## src/rtl/weight_fetch_pkg.sv

```systemverilog
// rtl/weight_fetch_pkg.sv - shared types and constants for the weight SRAM fetch engine
package weight_fetch_pkg;

    localparam int BYTES_PER_WORD  = 4;
    localparam int SRAM_ADDR_W     = 16;
    localparam int SRAM_RD_LATENCY = 1;

    typedef enum logic [2:0] {
        IDLE,
        ISSUE,
        CAPTURE,
        EMIT,
        DONE
    } state_e;

endpackage

```

## src/rtl/weight_fetch.sv

```systemverilog
// rtl/weight_fetch.sv - walks a KERNEL_H x KERNEL_W weight block out of SRAM, one byte per handshake
module weight_fetch
    import weight_fetch_pkg::*;
#(
    parameter int KERNEL_H = 3,
    parameter int KERNEL_W = 3
) (
    input  logic                   clk,
    input  logic                   rst,
    input  logic                   start,
    input  logic [SRAM_ADDR_W-1:0] base_addr,
    output logic                   busy,
    output logic                   done,
    output logic                   sram_wen,
    output logic [SRAM_ADDR_W-1:0] sram_addr,
    output logic [31:0]            sram_d,
    input  logic [31:0]            sram_q,
    output logic                   w_valid,
    input  logic                   w_ready,
    output logic [7:0]             w_data,
    output logic [7:0]             w_index,
    output logic                   w_last
);

    localparam int         N        = KERNEL_H * KERNEL_W;
    localparam logic [7:0] LAST_IDX = 8'(N - 1);

    state_e                 state_q, state_d;
    logic [SRAM_ADDR_W-1:0] addr_q, addr_d;
    logic [SRAM_ADDR_W-1:0] sram_addr_q, sram_addr_d;
    logic [31:0]            word_q, word_d;
    logic [7:0]             idx_q, idx_d;
    logic [1:0]             byte_sel_q, byte_sel_d;

    // The SRAM is write-protected from this side.
    assign sram_wen = 1'b0;
    assign sram_d   = 32'd0;

    // The address is only driven fresh in ISSUE; otherwise the last issued one is held.
    assign sram_addr = (state_q == ISSUE) ? addr_q : sram_addr_q;

    assign busy = (state_q != IDLE);

    // State and datapath registers; reset abandons any partial kernel immediately.
    always_ff @(posedge clk or posedge rst) begin
        if (rst) begin
            state_q     <= IDLE;
            addr_q      <= '0;
            sram_addr_q <= '0;
            word_q      <= '0;
            idx_q       <= '0;
            byte_sel_q  <= '0;
        end else begin
            state_q     <= state_d;
            addr_q      <= addr_d;
            sram_addr_q <= sram_addr_d;
            word_q      <= word_d;
            idx_q       <= idx_d;
            byte_sel_q  <= byte_sel_d;
        end
    end

    // Next-state and output decode for the issue/capture/emit walk.
    always_comb begin
        state_d     = state_q;
        addr_d      = addr_q;
        sram_addr_d = sram_addr_q;
        word_d      = word_q;
        idx_d       = idx_q;
        byte_sel_d  = byte_sel_q;
        done        = 1'b0;
        w_valid     = 1'b0;
        w_data      = 8'd0;
        w_index     = 8'd0;
        w_last      = 1'b0;

        case (state_q)
            IDLE: begin
                if (start) begin
                    addr_d     = base_addr;
                    idx_d      = 8'd0;
                    byte_sel_d = 2'd0;
                    state_d    = ISSUE;
                end
            end
            ISSUE: begin
                sram_addr_d = addr_q;
                state_d     = CAPTURE;
            end
            CAPTURE: begin
                // Read data lands exactly one cycle after the address was presented.
                word_d     = sram_q;
                byte_sel_d = 2'd0;
                addr_d     = addr_q + SRAM_ADDR_W'(BYTES_PER_WORD);
                state_d    = EMIT;
            end
            EMIT: begin
                w_valid = 1'b1;
                w_data  = word_q[{byte_sel_q, 3'b000} +: 8];
                w_index = idx_q;
                w_last  = (idx_q == LAST_IDX);
                if (w_ready) begin
                    idx_d      = idx_q + 8'd1;
                    byte_sel_d = byte_sel_q + 2'd1;
                    // Bytes past the final weight in a partial word are dropped here.
                    if (idx_q == LAST_IDX) begin
                        state_d = DONE;
                    end else if (byte_sel_q == 2'd3) begin
                        state_d = ISSUE;
                    end
                end
            end
            DONE: begin
                done    = 1'b1;
                state_d = IDLE;
            end
            default: begin
                state_d = IDLE;
            end
        endcase
    end

endmodule

```

## config.mk

```make
export PLATFORM = sky130hd
export DESIGN_NAME = weight_fetch
export DESIGN_NICKNAME = d
export VERILOG_FILES = /design/src/rtl/weight_fetch_pkg.sv /design/src/rtl/weight_fetch.sv
export SDC_FILE = /design/constraint.sdc
export NUM_CORES = 1
export LEC_CHECK = 0
export CAP_MARGIN = 20
export CORE_MARGIN = 2
export CORE_UTILIZATION = 25
export DETAILED_ROUTE_END_ITERATION = 10
export HOLD_SLACK_MARGIN = 0.02
export PLACE_DENSITY = 0.59
export SYNTH_ARGS = -nofsm -noshare
export SYNTH_HDL_FRONTEND = slang
export SYNTH_SLANG_ARGS = --single-unit
```

## constraint.sdc

```tcl
create_clock -name clk -period 2.44 [get_ports clk]
set_input_delay 0.366 -clock clk [delete_from_list [all_inputs] [get_ports clk]]
set_output_delay 0.366 -clock clk [all_outputs]
set_load 0.02 [all_outputs]
```

==> results of run 1 <==
layer usage:
metal,vias up,part of all wire [%],track usage (%)
met3,15,4.3,2.77
met1,1533,45,15.9
met2,80,48,19.0
met4,0,1.8,4.67
li1,1497,-,-
met5,-,0,0
final timing paths:
| path | start | end | slack [ns] | cells after the start |
|---|---|---|---|---|
| worst min-delay path | rst | sram_addr_q[2]$_DFF_PP0_ | 0.42 | 2 |
| worst min register to register | word_q[28]$_DFFE_PP0P_ | word_q[28]$_DFFE_PP0P_ | 0.47 | 2 |
| max in group asynchronous | rst | byte_sel_q[0]$_DFFE_PP0P_ | 1.41 | 3 |
| worst max-delay path | state_q[2]$_DFFE_PP0P_ | w_index[5] | 0.15 | 5 |
| worst max register to register | state_q[0]$_DFFE_PP0P_ | addr_q[14]$_DFFE_PP0P_ | 0.37 | 6 |
| min in group clk | word_q[28]$_DFFE_PP0P_ | word_q[28]$_DFFE_PP0P_ | 0.47 | 2 |
registers in the layout, summed over array words and instances (netlist names):
register / count
word_q: 32
addr_q: 16
sram_addr_q: 16
idx_q: 8
state_q: 3
byte_sel_q: 2
synth_stat cells, drive strengths merged (4+ instances only):
master  instances  area (um2)
nand2         121         454
ha              4        50.1
or4             4        33.8
nor3            7        35.0
o311ai          4        35.0
mux2           16         180
mux4            8         180
buf            45         312
o21ai           6        30.0
inv            11        41.3
nand3          11        55.1
a21oi           7        38.8
clkbuf          8        40.0
and2           16         100
xnor2           4        35.0
nand4           9        56.3
o211ai          9        67.6
dfrtp          77        1930
nor2           13        51.3
power breakdown:
group | total, mW | switching, mW | internal, mW | leakage [nW]
combinational | 3.25 | 1.76 | 1.49 | 1.29
clock | 1.31 | 0.494 | 0.812 | 0.145
sequential | 2.34 | 0.453 | 1.88 | 0.903
critical path, cell delays in order, from the launching register on:
cell             delay (ns)
dfrtp_1                0.39
buf_4                  0.20
nor2_2                 0.14
buf_4                  0.14
and2_1                 0.12
clkdlybuf4s50_1        0.60
cell families after synthesis:
logic type               synth area share, %
AND/OR/NAND/NOR                         22.4
flip-flops                              49.0
buffers and inverters                   10.0
AO/OA/AOI/OAI                           7.13
multiplexers                            9.17
adder cells (fa/ha/maj)                 1.27
XOR/XNOR                               0.892
other                                 0.0954
metrics by stage:
stage	cell area, um2	cells	utilization (%)	power, mW
finish	5230	712	34.3	6.89
global route	5230	712	34.3	7.46
CTS	5230	712	34.3	6.99
detailed placement	4970	697	32.6	5.88
global placement	4970	697	32.6	5.82
floorplan	4050	438	-	4.48
layout make-up:
cell class	instances	area, um2	share of cell area, %
Clock buffer	11	243	4.64
Timing Repair Buffer	101	972	18.6
Clock inverter	4	48.8	0.932
Sequential cell	77	1930	36.8
Multi-Input combinational cell	297	1740	33.2
Tap cell	211	264	5.04
Inverter	11	42.5	0.813
==> impl_summary.log, run 1 <==
[metrics] core area: 15300 um2
[metrics] residual antenna-violating net count after detailed routing: 0
[metrics] post-route clock skew: 0.00585 ns
[metrics] DRC errors left: 0
[metrics] half-perimeter wire length of the detailed placement result: 6960 um
[metrics] Post-synth ARST share: 100%
[metrics] post-cts gate resize count: 25
[metrics] final-report hold violation count: 0
[metrics] proportion of synthesized chip area in sequential cells: 49.0%
[metrics] Avg Cell Area, Syn: 9.68 um2
[metrics] result of the run: complete, no violations
[metrics] maximum number of pins on one net before global-route repair: 38
[metrics] clock slew at reported path FFs: 0.06 ns
[metrics] share of post-route cells with drive strength above 1: 12.4%
[metrics] worst skew pair latency: 0.33 ns
[metrics] reported max-cap violation count: 0
[metrics] clock buffers created by TritonCTS: 9
[metrics] final critical path time including I/O delays and setup: 2.29 ns
[metrics] final cycle utilization of the critical path: 93.8%
[metrics] Data arrival, critical path: 1.92 ns
[metrics] leading cell types in the layout, fill and taps excluded: nand2_1, dfrtp_1, clkdlybuf4s50_1
[metrics] CTS tree: built
[metrics] setup slack after placement: 0.140 ns
[metrics] most common cell after layout, fill and taps aside: nand2_1
[metrics] maximum clock path buffer count: 2
[metrics] first-pass GRT wire length: 15900 um
[metrics] Setup Crit Path Kind: reg2out
[metrics] initial antenna violation count: 0
[metrics] Inserted Diodes: 0
[metrics] Fill cells: 1563
[metrics] post-route worst hold slack: 0.418 ns
[metrics] initial core utilization: 25.7%
[metrics] Hold Path Class: in2async
[metrics] overall via count from detail_route: 3125
[metrics] Placement Rows: 45
[metrics] Pre-Repair DR Iteration Count: 4
[metrics] required time reported for the critical path endpoint: 2.07 ns
[metrics] via density per instance: 4.39
[metrics] summed negative setup slack over all endpoints: 0 ns
[metrics] grt total ovfl: 0
[metrics] unrepaired setup endpoints after global routing: no
[metrics] Slew HR: 58.4%
[metrics] Die X-Extent: 129 um
[metrics] instance count of the mapped netlist: 406
[metrics] maximum clock frequency: 0.437 GHz
[metrics] H-tree lvl count: 3
[metrics] number of DRC markers in iteration 0: 219
[metrics] Top Ports: 121
[metrics] number of distinct library cells after synthesis: 46
[metrics] power density normalized to cell area: 1320 nW/um2
[metrics] CTS sink cnt: 77
[metrics] vias in the first global route: 3193
[metrics] leading register cell type out of synthesis: dfrtp_1
[metrics] Final Max Tran Viols: 0
[metrics] CP startpoint kind: register
[metrics] final routed wire length divided by cell count: 13.1 um
[metrics] Worst Setup End Kind: primary output
[metrics] smallest setup slack after layout: 0.152 ns
[metrics] final weighted congestion in routability-driven placement: 0.784
[metrics] synth-to-layout area growth: 33.2%
[metrics] hold_buf cts: 0
[metrics] number of enable flip-flop cells after synthesis: 0
[metrics] number of warnings issued by yosys: 0
[metrics] CTS Root Cell: clkbuf_16
[metrics] worst slew pin tran: 0.623 ns
[metrics] # port buffers: 87
[metrics] total leakage power: 2.34 nW
[metrics] Netlist Area Pre-Place: 3930 um2
[metrics] Final Setup Violations: 0
[metrics] worst-path maximum fanout: 18
[metrics] Die H: 129 um
[metrics] Post-CTS Repair Setup Buffers: 0
[metrics] Die ar.: 16700 um2
[metrics] post-detailed-routing wire length: 9340 um
[metrics] flip-flop and latch count after synthesis: 77
[metrics] nets: 553
[metrics] maximum ir drop on the vdd rail: 0.000422 V
[metrics] GRT Resource Usage Total: 12.0%
(Power assumes the default switching activity.)
==> run 2: changes to the inputs <==
Settings changed: GPL_TIMING_DRIVEN set to 0.
==> run 2 against run 1 <==
Against the previous run:
- register-to-register slack barely moved
- clock-buffer cell count is the same
- non-clock buffer count is 42 higher
- worst setup slack lost 0.082 ns
- cell count rose by 5.9%
- cell area up 5.5%
==> impl_summary.log, run 2 (same netlist as run 1, synthesis figures left out) <==
[metrics] final core area utilization: 36.2%
[metrics] summed negative setup slack over all endpoints: 0 ns
[metrics] Pre-Repair DR Iteration Count: 4
[metrics] power density normalized to cell area: 1280 nW/um2
[metrics] number of DRC markers in iteration 0: 176
[metrics] required time reported for the critical path endpoint: 2.07 ns
[metrics] worst skew pair latency: 0.33 ns
[metrics] CP startpoint kind: register
[metrics] final weighted congestion in routability-driven placement: 0.731
[metrics] Die X-Extent: 129 um
[metrics] unrepaired setup endpoints after global routing: no
[metrics] Hold Path Class: in2async
[metrics] CTS Root Cell: clkbuf_16
[metrics] vias in the first global route: 3298
[metrics] Sequential Area: 1930 um2
[metrics] maximum clock path buffer count: 2
[metrics] initial antenna violation count: 0
[metrics] overall via count from detail_route: 3233
[metrics] half-perimeter wire length of the detailed placement result: 7710 um
[metrics] Final Setup Violations: 0
[metrics] most common cell after layout, fill and taps aside: nand2_1
[metrics] Placement Rows: 45
[metrics] Fill cells: 1554
[metrics] Final Max Tran Viols: 0
[metrics] GRT Resource Usage Total: 12.6%
[metrics] area occupied by multi-input gates: 1750 um2
[metrics] Bufs and invs on worst path: 3
[metrics] final cycle utilization of the critical path: 97.1%
[metrics] smallest setup slack after layout: 0.0704 ns
[metrics] post-detailed-routing wire length: 10400 um
[metrics] worst-path maximum fanout: 10
[metrics] Die H: 129 um
[metrics] # port buffers: 87
[metrics] setup slack after placement: -0.425 ns
[metrics] largest registers ranked by flip-flop count: word_q (32), addr_q (16), sram_addr_q (16)
[metrics] slowest cell delay on critical path: 0.39 ns
[metrics] number of flip-flops in the largest register: 32
[metrics] DRC errors left: 0
[metrics] Worst Setup End Kind: primary output
[metrics] Data arrival, critical path: 2.00 ns
[metrics] leading cell types in the layout, fill and taps excluded: nand2_1, dfrtp_1, clkdlybuf4s50_1
[metrics] Setup Crit Path Kind: reg2out
[metrics] ordered list of cells on the worst path: buf_4, nor3b_4, buf_4, mux2_2, dlygate4sd2_1
[metrics] Largest Register: word_q
[metrics] highest-delay cell along the critical path: dfrtp_1
[metrics] grt total ovfl: 0
[metrics] hold_buf cts: 0
[metrics] maximum ir drop on the vdd rail: 0.000408 V
[metrics] core area: 15300 um2
[metrics] most common cell type on the critical path: buf_4
[metrics] Slew HR: 59.1%
[metrics] post-route clock skew: 0.00500 ns
[metrics] final-report hold violation count: 0
[metrics] total leakage power: 2.58 nW
[metrics] synth-to-layout area growth: 40.6%
[metrics] Top Ports: 121
[metrics] residual antenna-violating net count after detailed routing: 0
[metrics] Die ar.: 16700 um2
[metrics] Crit path max-delay family: buffers and inverters
[metrics] via density per instance: 4.29
[metrics] initial core utilization: 25.7%
[metrics] result of the run: complete, no violations
[metrics] reported max-cap violation count: 0
[metrics] maximum clock frequency: 0.422 GHz
[metrics] clock slew at reported path FFs: 0.06 ns
[metrics] share of post-route cells with drive strength above 1: 19.7%
[metrics] CTS tree: built
[metrics] worst slew pin tran: 0.597 ns
[metrics] first-pass GRT wire length: 16400 um
[metrics] Inserted Diodes: 0
[metrics] maximum number of pins on one net before global-route repair: 46
[metrics] CTS sink cnt: 77
[metrics] clock buffers created by TritonCTS: 9
[metrics] Final Power: 7.08 mW
[metrics] nets: 595
[metrics] H-tree lvl count: 3
[metrics] final routed wire length divided by cell count: 13.8 um
[metrics] final critical path time including I/O delays and setup: 2.37 ns
[run 2: cell count changes in the layout (fill, tap and decap cells not counted), moves of 4 or more]
cell | before | now
buf_2 | 0 | 6
buf_4 | 12 | 38
clkbuf_1 | 1 | 5
clkbuf_2 | 0 | 9
clkdlybuf4s50_1 | 61 | 56
dlygate4sd2_1 | 25 | 15
[run 2: layout make-up]
class,instances,share of cell area [%]
plain buffers,53,6.75
clock buffers,11,4.40
clock inverters,4,1.31
inverters,11,0.793
multi-input cells,297,31.6
flip-flops and latches,77,34.9
well taps,211,4.78
repair buffers,90,15.5
[run 2: worst register-to-register path, stage by stage (launching register included)]
cell	delay, ns
dfrtp_1	0.40
buf_4	0.17
or3b_2	0.53
clkbuf_1	0.29
clkbuf_1	0.34
nand2_1	0.14
nand2_1	0.07
[run 2: report_power, final]
part | internal [mW] | switching (mW) | total [mW]
sequential | 1.88 | 0.428 | 2.31
combinational | 1.49 | 1.86 | 3.35
clock | 0.916 | 0.501 | 1.42
[run 2: routing by layer]
metal	up-vias	part of all wire (%)	GRT usage, %
met4	0	1.5	4.73
met2	76	50	21.9
li1	1573	-	-
met5	-	0	0
met1	1573	44	15.4
met3	11	4.4	2.77
[run 2: what timing repair did]
| item | 4_1_cts | 5_1_grt |
|---|---|---|
| buffers inserted | 2 | 0 |
| endpoints found under the setup margin | 31 | 32 |
| gates resized for setup | 50 | 22 |
| hold endpoints to repair | 0 | 0 |
[run 2: per-stage QoR]
stage          hold slack (ns)  std cells  cell area (um2)
2_1_floorplan            0.440        438             4050
3_3_place_gp             0.455        736             5180
3_5_place_dp             0.461        737             5210
4_1_cts                  0.414        754             5560
5_1_grt                  0.443        754             5520
6_report                 0.404        754             5520
[run 2: final timing paths]
check                                  startpoint                      to  slack, ns  cells after the start
max                        state_q[1]$_DFFE_PP0P_            sram_addr[4]       0.07                      5
max in group asynchronous                     rst   addr_q[0]$_DFFE_PP0P_       1.48                      3
min reg2reg                word_q[12]$_DFFE_PP0P_  word_q[12]$_DFFE_PP0P_       0.47                      2
max reg2reg                state_q[0]$_DFFE_PP0P_  word_q[22]$_DFFE_PP0P_       0.38                      6
min                                           rst  word_q[29]$_DFFE_PP0P_       0.40                      2
min in group clk           word_q[12]$_DFFE_PP0P_  word_q[12]$_DFFE_PP0P_       0.47                      2
